File: src/rtl/clk_div_monitor.sv
// Receive-side health checker for an odd-ratio divided clock, sampled as data in clk_in.
// Latency: rise seen 2-3 clk_in after the clk_div edge, measurement registered one cycle later.
// No backpressure: meas_valid/err are fire-and-forget single-cycle pulses, locked is a level.
module clk_div_monitor #(
    parameter int CNT_W   = 8,
    parameter int EXP_DIV = 7,
    parameter int LOCK_N  = 4
) (
    input  logic             clk_in,
    input  logic             rst,
    input  logic             clk_div,
    output logic [CNT_W-1:0] period,
    output logic [CNT_W-1:0] high_cnt,
    output logic             meas_valid,
    output logic             err,
    output logic             locked
);

    localparam logic [CNT_W-1:0] EXP_PER   = CNT_W'(EXP_DIV);
    localparam logic [CNT_W-1:0] EXP_HI_LO = CNT_W'(EXP_DIV / 2);
    localparam logic [CNT_W-1:0] EXP_HI_HI = CNT_W'(EXP_DIV / 2 + 1);
    localparam logic [CNT_W-1:0] CNT_ONE   = CNT_W'(1);
    localparam logic [CNT_W-1:0] CNT_MAX   = '1;
    localparam logic [3:0]       LOCK_CNT  = 4'(LOCK_N);

    typedef enum logic {
        IDLE = 1'b0,
        MEAS = 1'b1
    } state_t;

    state_t           state_q;
    logic             s1_q;
    logic             s2_q;
    logic             s3_q;
    logic [CNT_W-1:0] cnt_per_q;
    logic [CNT_W-1:0] cnt_hi_q;
    logic [3:0]       match_cnt_q;
    logic [3:0]       match_cnt_d;
    logic             rise;
    logic             is_match;

    // Three-flop capture of clk_div; s3 only serves as the previous value for edge detection.
    always_ff @(posedge clk_in or negedge rst) begin
        if (!rst) begin
            s1_q <= 1'b0;
            s2_q <= 1'b0;
            s3_q <= 1'b0;
        end else begin
            s1_q <= clk_div;
            s2_q <= s1_q;
            s3_q <= s2_q;
        end
    end

    // Rising edge of the synchronized clock, and whether the period being closed is good.
    always_comb begin
        rise        = s2_q & ~s3_q;
        is_match    = (cnt_per_q == EXP_PER) &&
                      ((cnt_hi_q == EXP_HI_LO) || (cnt_hi_q == EXP_HI_HI));
        match_cnt_d = match_cnt_q;
        if (match_cnt_q < LOCK_CNT) begin
            match_cnt_d = match_cnt_q + 4'd1;
        end
    end

    // Measurement FSM: counts between rises, publishes results, tracks lock and timeout.
    always_ff @(posedge clk_in or negedge rst) begin
        if (!rst) begin
            state_q     <= IDLE;
            cnt_per_q   <= '0;
            cnt_hi_q    <= '0;
            match_cnt_q <= '0;
            period      <= '0;
            high_cnt    <= '0;
            meas_valid  <= 1'b0;
            err         <= 1'b0;
            locked      <= 1'b0;
        end else begin
            meas_valid <= 1'b0;
            err        <= 1'b0;
            case (state_q)
                IDLE: begin
                    // First rise only opens a window; there is nothing to report yet.
                    if (rise) begin
                        cnt_per_q <= CNT_ONE;
                        cnt_hi_q  <= CNT_ONE;
                        state_q   <= MEAS;
                    end
                end
                MEAS: begin
                    if (rise) begin
                        period     <= cnt_per_q;
                        high_cnt   <= cnt_hi_q;
                        meas_valid <= 1'b1;
                        cnt_per_q  <= CNT_ONE;
                        cnt_hi_q   <= CNT_ONE;
                        if (is_match) begin
                            match_cnt_q <= match_cnt_d;
                            locked      <= (match_cnt_d == LOCK_CNT);
                        end else begin
                            match_cnt_q <= '0;
                            locked      <= 1'b0;
                            err         <= 1'b1;
                        end
                    end else if (cnt_per_q == CNT_MAX) begin
                        // Clock stopped (either level): give up on this window before the counter wraps.
                        err         <= 1'b1;
                        locked      <= 1'b0;
                        match_cnt_q <= '0;
                        cnt_per_q   <= '0;
                        cnt_hi_q    <= '0;
                        state_q     <= IDLE;
                    end else begin
                        cnt_per_q <= cnt_per_q + CNT_ONE;
                        if (s2_q) begin
                            cnt_hi_q <= cnt_hi_q + CNT_ONE;
                        end
                    end
                end
                default: begin
                    state_q <= IDLE;
                end
            endcase
        end
    end

endmodule

File: config.mk
export PLATFORM = sky130hd
export DESIGN_NAME = clk_div_monitor
export DESIGN_NICKNAME = d
export VERILOG_FILES = /design/src/rtl/clk_div_monitor.sv
export SDC_FILE = /design/constraint.sdc
export NUM_CORES = 1
export LEC_CHECK = 0
export BUFFER_PORTS_ARGS = -buffer_cell sky130_fd_sc_hd__buf_2
export CELL_PAD_IN_SITES_DETAIL_PLACEMENT = 0
export CELL_PAD_IN_SITES_GLOBAL_PLACEMENT = 1
export CORE_MARGIN = 1.5
export CORE_UTILIZATION = 50
export CTS_BUF_LIST = sky130_fd_sc_hd__clkbuf_4 sky130_fd_sc_hd__clkbuf_8
export DETAILED_ROUTE_END_ITERATION = 10
export PLACE_DENSITY_LB_ADDON = 0.2
export SYNTH_ARGS = -nofsm -noshare
export SYNTH_HDL_FRONTEND = slang
export SYNTH_SLANG_ARGS = --single-unit
File: constraint.sdc
create_clock -name clk_in -period 3.07 [get_ports clk_in]
set_input_delay 0.1535 -clock clk_in [delete_from_list [all_inputs] [get_ports clk_in]]
set_output_delay 0.1535 -clock clk_in [all_outputs]
set_load 0.01 [all_outputs]
==> impl_metrics.csv <==
group,metric,value,unit
run_status,outcome,"finished, violations left",
run_status,violations,"negative hold slack",
die,die-area,4442,µm²
global_routing,grt_max_degree,44,
logic_synthesis,synthTopCellsByCount,"nand2_1 (53), dfrtp_1 (43), o21ai_0 (14)",
logic_synthesis,synth.avg_cell_area,9.646,µm²
setup_path,worstPathRequired,3.29,ns
setup_path,crit_slowest_cell,"or4b_1",
final_layout,nets,238,
power_and_ir_drop,total_power,0.001251,W
clocking,numCtsBuffers,5,
setup_path,path_depth,5,
power_and_ir_drop,power_density,557.5,nW/µm²
clocking,post-cts-setup-buffers,0,
drt,top_layer_used,"met4",
logic_synthesis,syn_area,2026,µm²
logic_synthesis,ys_async_sr_fraction,100.0,%
setup_path,crit_arrival,2.18,ns
final_layout,syn_to_final_growth,10.81,%
setup_path,crit_path_end_kind,"register",
place,io_buffers,21,
sta,min_period,1.960,ns
clocking,insertion_delay,0.29,ns
clocking,h-tree-depth,2,
die,die_h,66.65,µm
clocking,clockBufferDepth,2,
sta,relSlewSlack,38.51,%
die,start_util,53.72,%
final_layout,antenna_cells,0,
die,core,3771,µm²
drt,drt_iter0_markers,149,
clocking,clock-root-buffer,"clkbuf_8",
power_and_ir_drop,ir_drop,0.0003856,V
sta,final.setup.tns,0,ns
drt,post_drt_via_cell_ratio,5.846,
sta,worst_pin_slew,0.9224,ns
logic_synthesis,yosysUniqueCellTypes,48,
sta,fmax,510.1,MHz
final_layout,fillers,343,
clocking,cts.sinks,43,
sta,hold_slack,-0.005815,ns
drt,num_vias,1631,
logic_synthesis,yosys_warnings,0,
clocking,clk_pin_slew,0.08,ns
setup_path,max_stage_delay,0.48,ns
drt,drcViolationCount,0,
sta,fin_skew,0.005207,ns
global_routing,antenna_found_initial,0,
logic_synthesis,synth_area_leader_cell,"dfrtp_1",
sta,finalCritPeriodShare,63.85,%
drt,ant_nets,0,
sta,final_hold_viol_count,22,
global_routing,grt_pass1_wl,7217,µm
global_routing,grt_pass1_vias,1574,
sta,grt_setup_unrepaired,"false",
setup_path,cp_cell_sequence,"ha_1 -> and4_1 -> a22oi_4 -> or4b_1 -> a21oi_1",
hold_path,hold_path_class,"in -> async",
final_layout,instances_no_fill,279,
drt,wl_met2,1980,µm
place,hpwlAfterDp,2838,µm
setup_path,path_delay_family,"simple AND/OR/NAND/NOR gates",
sta,maxSlewViolCount,0,
logic_synthesis,netlist.area_leader.share,53.12,%
setup_path,critPathKind,"reg -> reg",
clocking,cts_tree,"yes",
setup_path,cp_max_fo,11,
clocking,ctsResizeCount,0,
setup_path,cp_num_buf_inv,0,
logic_synthesis,synthCells,210,
place,dp_cells,271,
drt,drt-total-wl,4147,µm
drt,wl_met1,1875,µm
place,pre_cts_ws,1.163,ns
logic_synthesis,ys_seq_area_share,53.12,%
job,drv_cap,0,
die,die_w,66.65,µm
die,rows,22,
global_routing,grt_overflow,0,
setup_path,r2r_cells,5,
logic_synthesis,synth-edff-count,0,
logic_synthesis,ys_seq_elements,43,
logic_synthesis,synth.area.top_cells,"dfrtp_1 (53%), nand2_1 (9.8%), o21ai_0 (3.5%), ha_1 (2.5%), nor2_1 (2.2%)",
sta,setup_viol,0,
logic_synthesis,syn_nets,217,
die,ioPinCount,22,
drt,drtPass1Iterations,5,
place,gp_congestion,0.8906,
sta,fin_ws,1.110,ns
logic_synthesis,synth.most_common_cell,"nand2_1",
drt,route.met3.wl,204,µm
setup_path,critPathLaunchType,"register",
final_layout,layout-drive-gt1-share,16.45,%
drt,post_drt_wl_per_cell,14.86,µm
logic_synthesis,synth_ff_type,"dfrtp_1",
global_routing,grt_usage,22.06,%
power_and_ir_drop,cellLeakagePower,1.071,nW
==> state kept, by name (all words and copies together) (netlist names) <==
| signal | cells |
|---|---|
| cnt_hi_q | 8 |
| cnt_per_q | 8 |
| high_cnt | 8 |
| period | 8 |
| match_cnt_q | 4 |
| err | 1 |
| locked | 1 |
| meas_valid | 1 |
| s1_q | 1 |
| s2_q | 1 |
| s3_q | 1 |
| state_q | 1 |
==> logic make-up (layout without fill, tap and decap cells) <==
logic type      count (synthesis)  in the layout  share of synthesized area, %
compound gates                 41             41                         14.21
xor+xnor                        3              3                         1.297
fa+ha+maj                       4              4                         2.471
buf+inv                        17             38                         4.201
flops                          43             43                         53.12
mux                             1              1                        0.4942
simple gates                  101            101                         24.21
==> through the flow <==
stage               area [µm²]  utilization, %  hold WS [ns]
floorplan                 2026               -       -0.1421
global placement          2147           56.93        0.2618
detailed placement        2147           56.93        0.2628
CTS                       2245           59.52       0.02673
global route              2245           59.52       0.07182
finish                    2245           59.52     -0.005815
==> layout by cell type, fill, tap and decap left out, types with 2 or more instances in the layout <==
| cell | count |
|---|---|
| nand2_1 | 53 |
| dfrtp_1 | 43 |
| buf_2 | 21 |
| o21ai_0 | 14 |
| nor2_1 | 12 |
| nand3_1 | 8 |
| inv_1 | 7 |
| a21oi_1 | 7 |
| nand4_1 | 6 |
| clkbuf_8 | 6 |
| ha_1 | 4 |
| nor4_1 | 3 |
| or3_1 | 3 |
| a22o_1 | 3 |
| or4b_1 | 2 |
| o21a_1 | 2 |
| xor2_1 | 2 |
| o211ai_1 | 2 |
| or3_2 | 2 |
| buf_4 | 2 |
==> timing repair <==
action | CTS | global route
hold endpoints to repair | 1 | 0
setup endpoints to repair | 0 | 0
hold buffers | 1 | 0
==> final timing paths <==
kind / to / start / slack (ns)
min in group clk_in: s2_q$_DFF_PN0_ / s1_q$_DFF_PN0_ / 0.36
max in group asynchronous: high_cnt[6]$_DFFE_PN0P_ / rst / 2.51
worst max-delay path: cnt_hi_q[7]$_DFFE_PN0P_ / cnt_per_q[0]$_DFFE_PN0P_ / 1.11
worst min register to register: s2_q$_DFF_PN0_ / s1_q$_DFF_PN0_ / 0.36
worst max register to register: cnt_hi_q[7]$_DFFE_PN0P_ / cnt_per_q[0]$_DFFE_PN0P_ / 1.11
worst min-delay path: match_cnt_q[0]$_DFFE_PN0P_ / rst / -0.006
==> routing by layer <==
| layer | vias to the layer above | global-route usage (%) |
|---|---|---|
| li1 | 777 | - |
| met1 | 795 | 28.16 |
| met2 | 48 | 35.00 |
| met3 | 11 | 5.236 |
| met4 | 0 | 10.97 |
| met5 | - | 0 |
==> worst register-to-register path, delay by kind of cell, from the launching register on <==
| kind | cells | cell delay (ns) |
|---|---|---|
| AND/OR/NAND/NOR | 2 | 0.86 |
| AO/OA/AOI/OAI | 2 | 0.31 |
| flip-flops | 1 | 0.47 |
| adder cells (fa/ha/maj) | 1 | 0.25 |
==> where the power goes <==
| part | total (W) | internal [W] | switching (W) |
|---|---|---|---|
| clock network | 0.000355 | 0.000176 | 0.000179 |
| registers | 0.000699 | 0.000627 | 0.0000721 |
| logic | 0.000198 | 0.0000827 | 0.000115 |
| total | 0.00125 | 0.000886 | 0.000366 |
==> cell type report <==
type	instances	area (µm²)	area share, %
flip-flops and latches	43	1076	47.94
multi-input cells	150	864.6	38.52
repair buffers	24	130.1	5.797
clock buffers	6	82.58	3.679
well taps	48	60.06	2.676
inverters	7	26.28	1.171
clock inverters	1	5.005	0.2230
Power figures use the tool's default switching activity.
